File: config.mk
export PLATFORM = sky130hd
export DESIGN_NAME = pdu_ring_ctrl
export DESIGN_NICKNAME = d
export VERILOG_FILES = /design/src/rtl/pdu_ring_ctrl.sv
export SDC_FILE = /design/constraint.sdc
export NUM_CORES = 1
export LEC_CHECK = 0
export BUFFER_PORTS_ARGS = -buffer_cell sky130_fd_sc_hd__buf_2
export CORE_ASPECT_RATIO = 1.4
export CORE_MARGIN = 2
export CORE_UTILIZATION = 59
export DETAILED_ROUTE_END_ITERATION = 10
export PLACE_DENSITY_LB_ADDON = 0.08
export RECOVER_POWER = 50
export SKIP_CTS_REPAIR_TIMING = 1
export SYNTH_ARGS = -nofsm -noshare
export SYNTH_HDL_FRONTEND = slang
export SYNTH_SLANG_ARGS = --single-unit
export TNS_END_PERCENT = 5
File: constraint.sdc
create_clock -name clk -period 7.15 [get_ports clk]
set_input_delay 0.3575 -clock clk [delete_from_list [all_inputs] [get_ports clk]]
set_output_delay 0.3575 -clock clk [all_outputs]
set_load 0.1 [all_outputs]
File: src/rtl/pdu_ring_ctrl.sv
// Ring-buffer pointer manager for the PDU-to-PCIe path: owns the tail, tracks the
// host head, produces registered almost-full back-pressure and coalesced doorbells.
module pdu_ring_ctrl #(
    parameter int PDU_AWIDTH    = 12,
    parameter int MAX_PDU_FLITS = 64,
    parameter int DB_THRESH     = 32,
    parameter int DB_TIMEOUT    = 256
) (
    input  logic                  clk,
    input  logic                  rst_n,
    input  logic                  pcie_rb_update_valid,
    input  logic [PDU_AWIDTH-1:0] pcie_rb_update_size,
    output logic [PDU_AWIDTH-1:0] pcie_rb_wr_base_addr,
    output logic                  pcie_rb_almost_full,
    input  logic                  ring_enable,
    input  logic                  ring_clear,
    input  logic                  host_head_valid,
    input  logic [PDU_AWIDTH-1:0] host_head_data,
    output logic                  doorbell_valid,
    input  logic                  doorbell_ready,
    output logic [PDU_AWIDTH-1:0] doorbell_tail,
    output logic [PDU_AWIDTH:0]   ring_used,
    output logic                  ring_err
);

    localparam int AW = PDU_AWIDTH;
    localparam int PW = PDU_AWIDTH + 1;
    localparam int TW = $clog2(DB_TIMEOUT + 1);

    localparam logic [PW-1:0] RING_CAP  = PW'((2 ** AW) - 1);
    localparam logic [PW-1:0] AF_MARGIN = PW'(MAX_PDU_FLITS);
    localparam logic [PW-1:0] THRESH    = PW'(DB_THRESH);
    localparam logic [PW-1:0] PEND_MAX  = '1;
    localparam logic [TW-1:0] TIMEOUT   = TW'(DB_TIMEOUT);

    logic [AW-1:0] tail_q, tail_d;
    logic [AW-1:0] head_q, head_d;
    logic [PW-1:0] pending_q, pending_d;
    logic [TW-1:0] timer_q, timer_d;
    logic          db_valid_q, db_valid_d;
    logic          err_q, err_d;
    logic          almost_full_q, almost_full_d;

    logic [AW-1:0] used_cur;
    logic [PW-1:0] free_cur;
    logic [AW-1:0] head_dist;
    logic [PW:0]   pend_sum;
    logic [AW-1:0] used_next;
    logic [PW-1:0] free_next;

    // Doorbell handshake: doorbell_valid, once raised, stays high and doorbell_tail
    // follows the live tail until a cycle with doorbell_ready high accepts it.
    always_comb begin
        used_cur  = tail_q - head_q;
        free_cur  = RING_CAP - {1'b0, used_cur};
        head_dist = host_head_data - head_q;
        pend_sum  = {1'b0, pending_q} + {2'b00, pcie_rb_update_size};

        tail_d     = tail_q;
        head_d     = head_q;
        pending_d  = pending_q;
        timer_d    = timer_q;
        db_valid_d = db_valid_q;
        err_d      = err_q;

        // The tail always advances: the flits are already in host memory.
        if (pcie_rb_update_valid) begin
            tail_d    = tail_q + pcie_rb_update_size;
            pending_d = pend_sum[PW] ? PEND_MAX : pend_sum[PW-1:0];
            timer_d   = '0;
            if ({1'b0, pcie_rb_update_size} > free_cur) begin
                err_d = 1'b1;
            end
        end else if (pending_q != '0 && timer_q < TIMEOUT) begin
            timer_d = timer_q + TW'(1);
        end

        // A head that moves past the tail is refused; the check uses pre-update occupancy.
        if (host_head_valid) begin
            if (head_dist <= used_cur) begin
                head_d = host_head_data;
            end else begin
                err_d = 1'b1;
            end
        end

        if (db_valid_q) begin
            if (doorbell_ready) begin
                db_valid_d = 1'b0;
                pending_d  = pcie_rb_update_valid ? {1'b0, pcie_rb_update_size} : '0;
                timer_d    = '0;
            end
        end else begin
            db_valid_d = (pending_q >= THRESH) ||
                         (pending_q != '0 && timer_q >= TIMEOUT);
        end

        if (ring_clear) begin
            tail_d     = '0;
            head_d     = '0;
            pending_d  = '0;
            timer_d    = '0;
            db_valid_d = 1'b0;
            err_d      = 1'b0;
        end

        used_next     = tail_d - head_d;
        free_next     = RING_CAP - {1'b0, used_next};
        almost_full_d = !ring_enable || (free_next < AF_MARGIN);
    end

    always_ff @(posedge clk) begin
        if (!rst_n) begin
            tail_q        <= '0;
            head_q        <= '0;
            pending_q     <= '0;
            timer_q       <= '0;
            db_valid_q    <= 1'b0;
            err_q         <= 1'b0;
            almost_full_q <= 1'b1;
        end else begin
            tail_q        <= tail_d;
            head_q        <= head_d;
            pending_q     <= pending_d;
            timer_q       <= timer_d;
            db_valid_q    <= db_valid_d;
            err_q         <= err_d;
            almost_full_q <= almost_full_d;
        end
    end

    assign pcie_rb_wr_base_addr = tail_q;
    assign doorbell_tail        = tail_q;
    assign pcie_rb_almost_full  = almost_full_q;
    assign doorbell_valid       = db_valid_q;
    assign ring_used            = {1'b0, used_cur};
    assign ring_err             = err_q;

endmodule

==> flow_summary.json, run 1 <==
{
  "synth_area_um2": 5032,
  "yosysWarnings": 0,
  "start_util": 0.6102,
  "ys.flop_type": "dfxtp_1",
  "syn_inst": 648,
  "setup_tns_ns": 0,
  "p_switching_uw": 994.3,
  "hold_path_depth": 2,
  "area_growth_syn_to_layout_pct": 9.871,
  "instances_no_fill": 801,
  "min_path_type": "in2reg",
  "ys_ff_latch": 49,
  "multi_input_area_um2": 3701,
  "synth_top_area_share": 0.1964,
  "worst_setup_path_end_kind": "register",
  "seqPwrFrac": 0.165,
  "p_leak_uw": 0.002553,
  "gp_congestion": 0.8350,
  "power.density_nw_per_um2": 340.3,
  "final_area_um2": 5529,
  "avgSynthCellArea_um2": 7.766,
  "violations": "capacitance limit, slew limit",
  "grt_pass1_vias": 4725,
  "postRouteAntennaNets": 0,
  "max_slew_margin": -0.02972,
  "max_stage_delay_ns": 0.56,
  "swShare": 0.5284,
  "rsz0062_at_grt": "no",
  "max_cap_violations": 1,
  "n_fill_cell": 747,
  "wire_per_inst_um": 16.73,
  "yosys-top-cells-area": "ha_1, dfxtp_1, nor2_1, a21oi_1, inv_1",
  "final_hold_viol_count": 0,
  "use_met1": 0.3178,
  "worstMarginPinSlew_ns": 1.545,
  "via_per_inst": 5.893,
  "whs_ns": 0.2511,
  "grt_most_used_layer": "met2",
  "fin_worst_skew_ns": 0.006156,
  "first_pass_iters": 5,
  "initialDrtViolationCount": 171,
  "synth.distinct_cells": 61,
  "dpl_cell_area_um2": 5380,
  "worstRegToRegCells": 33,
  "synth_fp_nets": 762,
  "cp_max_fo": 14,
  "setup_slack_ns": 0.6480,
  "cts_tree": "done",
  "drt-total-wl_um": 13400,
  "drive_gt1_frac": 0.08584,
  "cts_buffers": 5,
  "grtUsageMet3": 0.03748,
  "grt_use_met2": 0.5799,
  "yosysTopAreaCell": "ha_1",
  "io_buffers": 69,
  "path_class": "reg2reg",
  "grt_pass1_wl_um": 21670,
  "clockPowerShare": 0.167,
  "cp_common_cell": "a21o_1",
  "num_vias": 4720,
  "clk_latency_ns": 0.30,
  "clock_path_buffers": 2,
  "coreArea_um2": 8247,
  "grt_max_degree": 36,
  "cts-root-buf": "clkbuf_16",
  "antenna_cells": 0,
  "irDropWorstVdd_v": 0.0002836,
  "period_share": 0.9094,
  "outcome": "finished with violations",
  "grt.total_usage": 0.3017,
  "start_kind": "register",
  "p_comb_frac": 0.668,
  "pre_cts_ws_ns": 0.6981,
  "htree_levels": 2,
  "period_needed_ns": 6.502,
  "final-max-slew-violation-count": 34,
  "internal-power_uw": 887.3,
  "ioPinCount": 71,
  "antenna_found_initial": 0,
  "critPathArrivalTime_ns": 6.71,
  "seq_area_frac_synth": 0.1949,
  "cp_slowest_cell": "or4_1",
  "drc": 0,
  "die_w_um": 82.06,
  "seqCellArea_um2": 980.9,
  "synthArstFlopShare": 0,
  "path_clk_slew_ns": 0.07,
  "finalNetCount": 812,
  "crit_required_ns": 7.36,
  "dp_hpwl_um": 11040,
  "grt_overflow": 0,
  "die_h_um": 113.3,
  "place_inst": 793,
  "synth_edf_count": 0,
  "timing.fmax_mhz": 153.8,
  "setup_viol": 0,
  "rows": 39,
  "die-area_um2": 9295,
  "cts.sinks": 49
}
[state kept, by name, summed over array words and instances (netlist names)]
register,cells
doorbell_valid,1
ring_err,1
pending_q,13
head_q,12
doorbell_tail,12
pcie_rb_almost_full,1
timer_q,9
[metal layers]
| metal | part of all wire | routed length, um |
|---|---|---|
| met3 | 0.029 | 390 |
| met2 | 0.55 | 7369 |
| met1 | 0.39 | 5174 |
| met4 | 0.035 | 467 |
| met5 | 0 | 0 |
[stage by stage]
stage,power (uW),util
detailed placement,1568,0.6524
global placement,1528,0.6524
global route,2001,0.6705
floorplan,1334,-
CTS,1885,0.6755
finish,1882,0.6705
[power groups by stage]
stage | combinational [uW] | clock (uW) | sequential, uW
floorplan | 978 | 0 | 357
global placement | 1210 | 0 | 316
detailed placement | 1250 | 0 | 317
CTS | 1260 | 317 | 311
global route | 1360 | 325 | 314
finish | 1260 | 314 | 311
[Yosys cell counts, types with 3 or more instances]
master	n
a21boi_1	7
a211oi_1	5
nor2b_1	14
nand2_1	32
nand3_1	13
and3_1	3
o21ai_0	17
a22o_1	6
o21bai_1	3
a21oi_1	52
nor3_1	16
dfxtp_1	49
xnor2_1	19
mux2i_1	17
inv_1	57
o21ai_1	25
nand2b_1	17
and2_1	4
fa_1	4
ha_1	79
a31oi_1	9
clkbuf_1	11
nand3b_1	4
o21a_1	7
a21o_1	17
or2_1	12
nor4_1	3
buf_4	13
nor2_1	71
xor2_1	14
nand4_1	10
[cells in the final DEF, fill, tap and decap left out, drive strengths merged, types with 3 or more instances in the layout]
| cell type | count |
|---|---|
| nand2b | 17 |
| or2 | 12 |
| a21boi | 8 |
| a21oi | 52 |
| xnor2 | 19 |
| nor3 | 16 |
| mux2i | 18 |
| buf | 39 |
| inv | 57 |
| a22o | 6 |
| o21bai | 3 |
| nand3 | 13 |
| o21ai | 43 |
| nor2 | 71 |
| xor2 | 14 |
| a211oi | 6 |
| nand2 | 33 |
| dfxtp | 49 |
| nor4 | 3 |
| nor2b | 14 |
| ha | 79 |
| a21o | 17 |
| and2 | 4 |
| fa | 4 |
| a31oi | 9 |
| nand3b | 4 |
| clkbuf | 36 |
| and3 | 3 |
| o21a | 7 |
| nand4 | 10 |
[layout make-up]
type                            instances  area share
Timing Repair Buffer                   70     0.05635
Tap cell                              102     0.02308
Clock buffer                            5     0.02263
Clock inverter                          3     0.01177
Sequential cell                        49      0.1774
Multi-Input combinational cell        514      0.6694
Inverter                               58     0.03938
[path summary, 6_finish.rpt]
check                           slack [ns]                             end            startpoint
worst max register to register        0.65  pcie_rb_almost_full$_SDFF_PN1_  head_q[1]$_SDFF_PN0_
worst min register to register        0.48             ring_err$_SDFF_PP0_   ring_err$_SDFF_PP0_
worst max-delay path                  0.65  pcie_rb_almost_full$_SDFF_PN1_  head_q[1]$_SDFF_PN0_
worst min-delay path                  0.25  pcie_rb_almost_full$_SDFF_PN1_           ring_enable
[cells by family after synthesis]
family / Yosys count / share of synthesized area
simple gates: 204 / 0.1982
compound gates: 172 / 0.2176
buf+inv: 85 / 0.07335
fa+ha+maj: 83 / 0.2123
flops: 49 / 0.1949
xor+xnor: 33 / 0.05743
mux: 21 / 0.04550
other cells: 1 / 0.0007452
[critical path, delay by kind of cell, from the launching register on]
kind                     cells  cell delay, ns
AO/OA/AOI/OAI               15            2.62
XOR/XNOR                     2            0.25
adder cells (fa/ha/maj)      3            0.87
buffers and inverters        1            0.09
flip-flops                   1            0.43
multiplexers                 1            0.16
AND/OR/NAND/NOR             11            1.99
(Power assumes the default switching activity.)
==> run 2, diff against run 1 <==
==> constraint.sdc (replaced) <==
create_clock -name clk -period 7.15 [get_ports clk]
set_input_delay 1.43 -clock clk [delete_from_list [all_inputs] [get_ports clk]]
set_output_delay 1.43 -clock clk [all_outputs]
set_load 0.1 [all_outputs]
==> run 2 against run 1 <==
The run still ends with capacitance limit, slew limit left. Setup slack worse by 0.0035 ns. Clock-buffer cell count stayed put. Core utilization rose by 0.39 points. Critical path type is now in2reg.
==> flow_summary.json, run 2 (synthesized netlist as in run 1, its figures left out) <==
{
  "irDropWorstVdd_v": 0.0003289,
  "first_pass_iters": 5,
  "largest_register_ffs": 13,
  "die_h_um": 113.3,
  "setup_tns_ns": 0,
  "grt_pass1_vias": 4761,
  "cts_buffers": 5,
  "cts.sinks": 49,
  "layout_common_cells": "ha_1, nor2_1, inv_1",
  "max_slew_margin": -0.05724,
  "ioPinCount": 71,
  "cp_max_fo": 6,
  "cp_slowest_cell": "or4_1",
  "max_cap_violations": 1,
  "final-max-slew-violation-count": 34,
  "grt.total_usage": 0.3014,
  "min_path_type": "reg2reg",
  "num_vias": 4787,
  "clock_path_buffers": 2,
  "gp_congestion": 0.8468,
  "grt_pass1_wl_um": 21690,
  "fin_worst_skew_ns": 0.004774,
  "whs_ns": 0.5067,
  "drt-total-wl_um": 13520,
  "start_kind": "primary input",
  "initialDrtViolationCount": 209,
  "setup_viol": 0,
  "use_met1": 0.3219,
  "die-area_um2": 9295,
  "p_leak_uw": 0.002565,
  "coreArea_um2": 8247,
  "rsz0062_at_grt": "no",
  "r2r_setup_slack_ns": 0.93,
  "drive_gt1_frac": 0.09571,
  "wire_per_inst_um": 16.86,
  "regMostFlops": "pending_q",
  "critPathArrivalTime_ns": 6.71,
  "period_share": 0.9098,
  "worstMarginPinSlew_ns": 1.586,
  "max_stage_delay_ns": 0.55,
  "path_clk_slew_ns": 0.07,
  "timing.fmax_mhz": 153.7,
  "grtUsageMet3": 0.03907,
  "clk_latency_ns": 0.30,
  "rows": 39,
  "area_growth_syn_to_layout_pct": 10.52,
  "grt_overflow": 0,
  "htree_levels": 2,
  "grt_use_met2": 0.5583,
  "start_util": 0.6102,
  "antenna_cells": 0,
  "finalNetCount": 813,
  "antenna_found_initial": 0,
  "crit_required_ns": 7.36,
  "dp_hpwl_um": 10880,
  "period_needed_ns": 6.505,
  "power.density_nw_per_um2": 340.1,
  "die_w_um": 82.06,
  "postRouteAntennaNets": 0,
  "mostFrequentLayoutCell": "ha_1",
  "violations": "capacitance limit, slew limit",
  "final_hold_viol_count": 0,
  "via_per_inst": 5.969,
  "cts-root-buf": "clkbuf_16",
  "drc": 0,
  "grt_max_degree": 36,
  "outcome": "finished with violations",
  "grt_most_used_layer": "met2",
  "cts_tree": "done",
  "path_class": "in2reg",
  "io_buffers": 69,
  "worst_setup_path_end_kind": "register"
}
## run 2: routing by layer
| metal | vias up | wire length [um] |
|---|---|---|
| met5 | - | 0 |
| met2 | 113 | 7244 |
| met1 | 2257 | 5178 |
| met3 | 34 | 505 |
| met4 | 0 | 591 |
| li1 | 2383 | - |
## run 2: final cells by class
cell class	count	area, um2
Clock buffer	5	125.1
Tap cell	102	127.6
Multi-Input combinational cell	514	3725
Fill cell	779	2685
Sequential cell	49	980.9
Timing Repair Buffer	71	320.3
Clock inverter	3	65.06
Inverter	58	217.7
## run 2: stage by stage
step / setup slack (ns) / utilization / instance area, um2 / cells / power [uW]
6_report: 0.6446 / 0.6744 / 5562 / 802 / 1891
5_1_grt: 0.02333 / 0.6744 / 5562 / 802 / 2019
4_1_cts: 0.3654 / 0.6764 / 5578 / 802 / 1889
3_5_place_dp: 0.06807 / 0.6533 / 5388 / 794 / 1569
3_3_place_gp: 0.2653 / 0.6533 / 5388 / 794 / 1536
2_1_floorplan: 0.2126 / - / 5051 / 648 / 1334
## run 2: worst paths after layout
kind                        startpoint                        endpoint  cells past startpoint
setup / recovery     host_head_data[1]  pcie_rb_almost_full$_SDFF_PN1_                     33
setup reg to reg  head_q[1]$_SDFF_PN0_  pcie_rb_almost_full$_SDFF_PN1_                     33
hold reg to reg    ring_err$_SDFF_PP0_             ring_err$_SDFF_PP0_                      2
hold / removal     ring_err$_SDFF_PP0_             ring_err$_SDFF_PP0_                      2
## run 2: power by group
part | switching, uW | total, uW | internal [uW]
sequential | 18.0 | 312 | 294
clock | 112 | 312 | 200
combinational | 864 | 1270 | 404
## run 2: worst max-delay path: cells and delay by family
| kind | cells | cell delay (ns) |
|---|---|---|
| multiplexers | 1 | 0.13 |
| AO/OA/AOI/OAI | 15 | 2.19 |
| adder cells (fa/ha/maj) | 3 | 0.87 |
| XOR/XNOR | 2 | 0.18 |
| buffers and inverters | 1 | 0.11 |
| AND/OR/NAND/NOR | 11 | 1.78 |
